===== config.mk =====
export PLATFORM = sky130hd
export DESIGN_NAME = mod_step_counter
export DESIGN_NICKNAME = d
export VERILOG_FILES = /design/src/rtl/mod_step_counter.sv
export SDC_FILE = /design/constraint.sdc
export NUM_CORES = 1
export LEC_CHECK = 0
export CORE_MARGIN = 1.5
export CORE_UTILIZATION = 40
export CTS_CLUSTER_SIZE = 40
export DETAILED_ROUTE_END_ITERATION = 16
export PLACE_DENSITY = 0.71
export SYNTH_ARGS = -nofsm -noshare
export SYNTH_HDL_FRONTEND = slang
export SYNTH_SLANG_ARGS = --single-unit

===== constraint.sdc =====
create_clock -name clock -period 7.8 [get_ports clock]
set_clock_uncertainty 0.15 [all_clocks]
set_input_delay 1.56 -clock clock [delete_from_list [all_inputs] [get_ports clock]]
set_output_delay 1.56 -clock clock [all_outputs]
set_load 0.01 [all_outputs]

===== src/rtl/mod_step_counter.sv =====
// Up/down counter over 0..MAX with run-time step, wrap or saturate bounds, load and sync clear.
// Q and ovf update one edge after inputs are sampled; tc is combinational from Q and up.
module mod_step_counter #(
  parameter int WIDTH = 8,
  parameter int MAX   = 2**WIDTH - 1
) (
  input  logic             clock,
  input  logic             clear_L,
  input  logic             en,
  input  logic             sync_clear,
  input  logic             load,
  input  logic             up,
  input  logic             sat,
  input  logic [WIDTH-1:0] step,
  input  logic [WIDTH-1:0] D,
  output logic [WIDTH-1:0] Q,
  output logic             tc,
  output logic             ovf
);

  localparam logic [WIDTH:0]   MAX_X = (WIDTH+1)'(MAX);
  localparam logic [WIDTH-1:0] MAX_Q = WIDTH'(MAX);

  // One spare bit keeps Q+s and Q+MAX+1 from truncating.
  logic [WIDTH:0]   q_x;
  logic [WIDTH:0]   s_x;
  logic [WIDTH:0]   d_x;
  logic [WIDTH:0]   u_x;
  logic [WIDTH-1:0] next_q;
  logic             next_ovf;

  assign q_x = {1'b0, Q};
  assign d_x = {1'b0, D};
  assign s_x = ({1'b0, step} > MAX_X) ? MAX_X : {1'b0, step};
  assign u_x = q_x + s_x;

  always_comb begin
    next_q   = Q;
    next_ovf = 1'b0;
    if (sync_clear) begin
      next_q = '0;
    end else if (!en) begin
      next_q = Q;
    end else if (load) begin
      next_q = (d_x > MAX_X) ? MAX_Q : D;
    end else if (up) begin
      if (u_x <= MAX_X) begin
        next_q = WIDTH'(u_x);
      end else if (sat) begin
        next_q   = MAX_Q;
        next_ovf = 1'b1;
      end else begin
        next_q   = WIDTH'(u_x - (MAX_X + 1'b1));
        next_ovf = 1'b1;
      end
    end else begin
      if (q_x >= s_x) begin
        next_q = WIDTH'(q_x - s_x);
      end else if (sat) begin
        next_q   = '0;
        next_ovf = 1'b1;
      end else begin
        // q < s <= MAX, so the sum below always lands back inside 0..MAX.
        next_q   = WIDTH'(q_x + MAX_X + 1'b1 - s_x);
        next_ovf = 1'b1;
      end
    end
  end

  always_ff @(posedge clock or negedge clear_L) begin
    if (!clear_L) begin
      Q   <= '0;
      ovf <= 1'b0;
    end else begin
      Q   <= next_q;
      ovf <= next_ovf;
    end
  end

  assign tc = up ? (Q == MAX_Q) : (Q == '0);

endmodule


# Word level (Yosys, flattened, before mapping)

Index checks and enable logic that the tools add are counted.

Word-level logic and storage cells: 30
Flip-flop bits (word level): 9
Output and inout port bits: 10
Input port bits: 23

Order comparisons: 3
Add/subtract/negate cells: 6
Equality and inequality tests: 1
Muxes and demuxes: 16
Reduce and logical (&&, ||, !) cells: 2

Operators by type and width:

| kind                  | number |
|---|---|
| $mux W8               | 9 |
| $sub A8 B8 Y8         | 2 |
| $add A8 B8 Y9         | 1 |
| $le A9 B8 Y1 const B  | 1 |
| $add A8 B1 Y8 const B | 1 |
| $add A8 B8 Y8 const B | 1 |
| $eq A8 B8 Y1 const B  | 1 |
| $ge A8 B8 Y1          | 1 |
| $gt A8 B8 Y1 const B  | 1 |
| $logic_not A8 Y1      | 1 |
| $sub A8 B1 Y8 const B | 1 |
| $mux W1               | 7 |
| $reduce_bool A2 Y1    | 1 |

# Depth between registers and ports, before layout

Depth in word-level cells: 9
Depth in mapped cells: 10
Depth with buffers taken out: 10

# Worst setup path after synthesis

Ideal clock, no wire load.

Path type: in2out
Start: in up
End: out tc
Slack: 3860 ps
Required time: 6090 ps
Arrival time: 2230 ps
Cell stages on the path: 3
Path buffers: 1
Path through: clkbuf_1 nand3_1 o31ai_1

Longest elaborated chain between the ends: 1

Ends and longest elaborated chain:

| what            | RTL line | RTL |
|---|---|---|
| start, declared | 12       | `input logic up,` |
| $mux W1         | 80       | `assign tc = up ? (Q == MAX_Q) : (Q == '0);` |
| end, declared   | 17       | `output logic tc,` |

Every way passes these cells.

# Worst setup path after layout

Ends and elaborated chain as after synthesis.

==> qor.csv <==
metric;value;unit
crit_fanout;12;
synth_edf_count;0;
p_leak;0.741;nW
endpoint_kind;primary output;
nFillCells;364;
dieArea;3880;um^2
synthMuxAreaShare;0;
core_area;3360;um^2
numCtsBuffers;3;
max-vdd-ir-drop;48.2;uV
antenna_cells;0;
grt_pass1_vias;1374;
power_density;123;nW/um^2
grt_setup_unrepaired;false;
synth_largest_area_cell;dfrtp_1;
ys_ff_latch;9;
grt_antenna_before_repair;0;
drive_above_1_share;0.0583;
cts_setup_buffers;0;
syn-num-nets;219;
start_kind;primary input;
synthAdderAreaFrac;0.171;
finalSetupTns;0;ns
design_area;1750;um^2
seq_area_frac_synth;0.160;
drtIter0Drc;123;
tightest_slew;0.548;ns
cts_buffer_depth;2;
cts_root_buf;clkbuf_4;
syn-cell-area;1410;um^2
port_buffers;32;
grt_max_degree;17;
fmax;0.204;GHz
dp.final_hpwl;3040;um
fin_crit_sh;0.630;
multi_input_area;1050;um^2
ys_top_cells_by_area;dfrtp_1, ha_1, inv_1, o21ai_0, a21oi_1;
synth_top_flop_cell;dfrtp_1;
grt_pass1_wl;6310;um
synthArstFlopShare;1.00;
initial_core_util;0.418;
fp.dieH;62.3;um
final_nets;248;
synth_top_cell_area_share;0.160;
post_dp_cell_area;1720;um^2
ant_nets;0;
clk_latency;0.25;ns
criticalPathCategory;primary input to primary output;
drv_cap;0;
cts_max_level;1;
cp_data_required_time;6.09;ns
yosysMostFrequentCell;inv_1;
ctsResizeCount;0;
vias;1432;
cts_sinks;9;
relSlewSlack;0.634;
whs;0.552;ns
gp_congestion;0.870;
hold_viol;0;
synth_compound_area_frac;0.333;
wl_per_cell;14.8;um
area.growth.synth_to_final;24.5;%
die_x;62.3;um
grt_remaining_overflow;0;
regArea;225;um^2
std_cell_rows;21;
layout_min_cycle_time;4.91;ns
cp.arrival;3.20;ns
ys.warnings.count;0;
grt_use_total;0.197;
routed_wl;3730;um
synth_top_family_by_area;compound AO/OA/AOI/OAI gates;
drc;0;
via_per_inst;5.68;
clk_pin_slew;0.06;ns
hold_buffers;0;
yosys.area_share.simple;0.195;
status;complete, no violations;
cts_tree;built;
netlist_instances;178;
setup_viol_count_final;0;
drv_slew;0;
ioPinCount;33;
firstDrtPassIters;5;
synthXorXnorAreaFrac;0.0499;
ys_types;53;
ys_top_cells_by_count;inv_1, ha_1, nor2_1;
hold_class;flop to flop;
avgSynthCellArea;7.89;um^2
[layer usage]
metal | vias to the layer above | global-route usage | wire [um]
met5 | - | 0 | 0
met4 | 0 | 0.0556 | 57
met3 | 8 | 0.0254 | 242
met2 | 59 | 0.318 | 1700
met1 | 653 | 0.277 | 1730
li1 | 712 | - | -
[power breakdown]
| part | internal, W | total [W] | switching, W | leakage, nW |
|---|---|---|---|---|
| combinational | 0.0000592 | 0.000121 | 0.0000616 | 0.606 |
| clock | 0.0000196 | 0.0000344 | 0.0000148 | 0.0150 |
| sequential | 0.0000508 | 0.0000600 | 0.00000926 | 0.120 |
[path summary, 6_finish.rpt]
kind                                   from                to  slack (ns)  cells past startpoint
hold / removal             Q[5]$_DFFE_PN0P_  Q[5]$_DFFE_PN0P_        0.55                      2
min in group asynchronous           clear_L  Q[4]$_DFFE_PN0P_        1.44                      1
setup reg to reg           Q[0]$_DFFE_PN0P_  Q[7]$_DFFE_PN0P_        4.97                     10
max in group asynchronous           clear_L  Q[3]$_DFFE_PN0P_        5.78                      1
setup / recovery                         up                tc        2.89                      4
hold reg to reg            Q[5]$_DFFE_PN0P_  Q[5]$_DFFE_PN0P_        0.55                      2
[logic make-up (layout without fill, tap and decap cells)]
family / after synthesis / in the layout
buf+inv: 26 / 54
compound gates: 67 / 67
simple gates: 50 / 50
flops: 9 / 9
fa+ha+maj: 18 / 18
xor+xnor: 8 / 8
[registers in the layout, summed over array words and instances, names as in the netlist]
| register | cells |
|---|---|
| ovf | 1 |
| Q | 8 |
[layout by cell type (no fill, tap or decap), types with 8 or more instances in the layout]
master and n:
a21oi_1 10, clkdlybuf4s50_1 32, dfrtp_1 9, ha_1 16
inv_1 18, nand2_1 8, nor2_1 12, o21ai_0 11
[area by class of cell]
type                    instances  share of cell area
clock buffers                   4              0.0150
inverters                      18              0.0386
multi-input cells             143               0.602
flip-flops and latches          9               0.129
well taps                      46              0.0329
repair buffers                 32               0.183
[through the flow]
stage               power, W  instances   util  setup WS [ns]
finish              0.000215        252  0.520           2.89
global route        0.000229        252  0.520           2.78
CTS                 0.000214        252  0.520           2.91
detailed placement  0.000180        248  0.512           2.91
global placement    0.000179        248  0.512           2.92
floorplan           0.000142        178      -           3.86
[critical path, cell delays in order]
cell and delay (ns):
clkdlybuf4s50_1 0.73, nand3_1 0.13, o31ai_1 0.21, clkdlybuf4s50_1 0.57
Note: power is estimated with default switching activity, not from simulation.
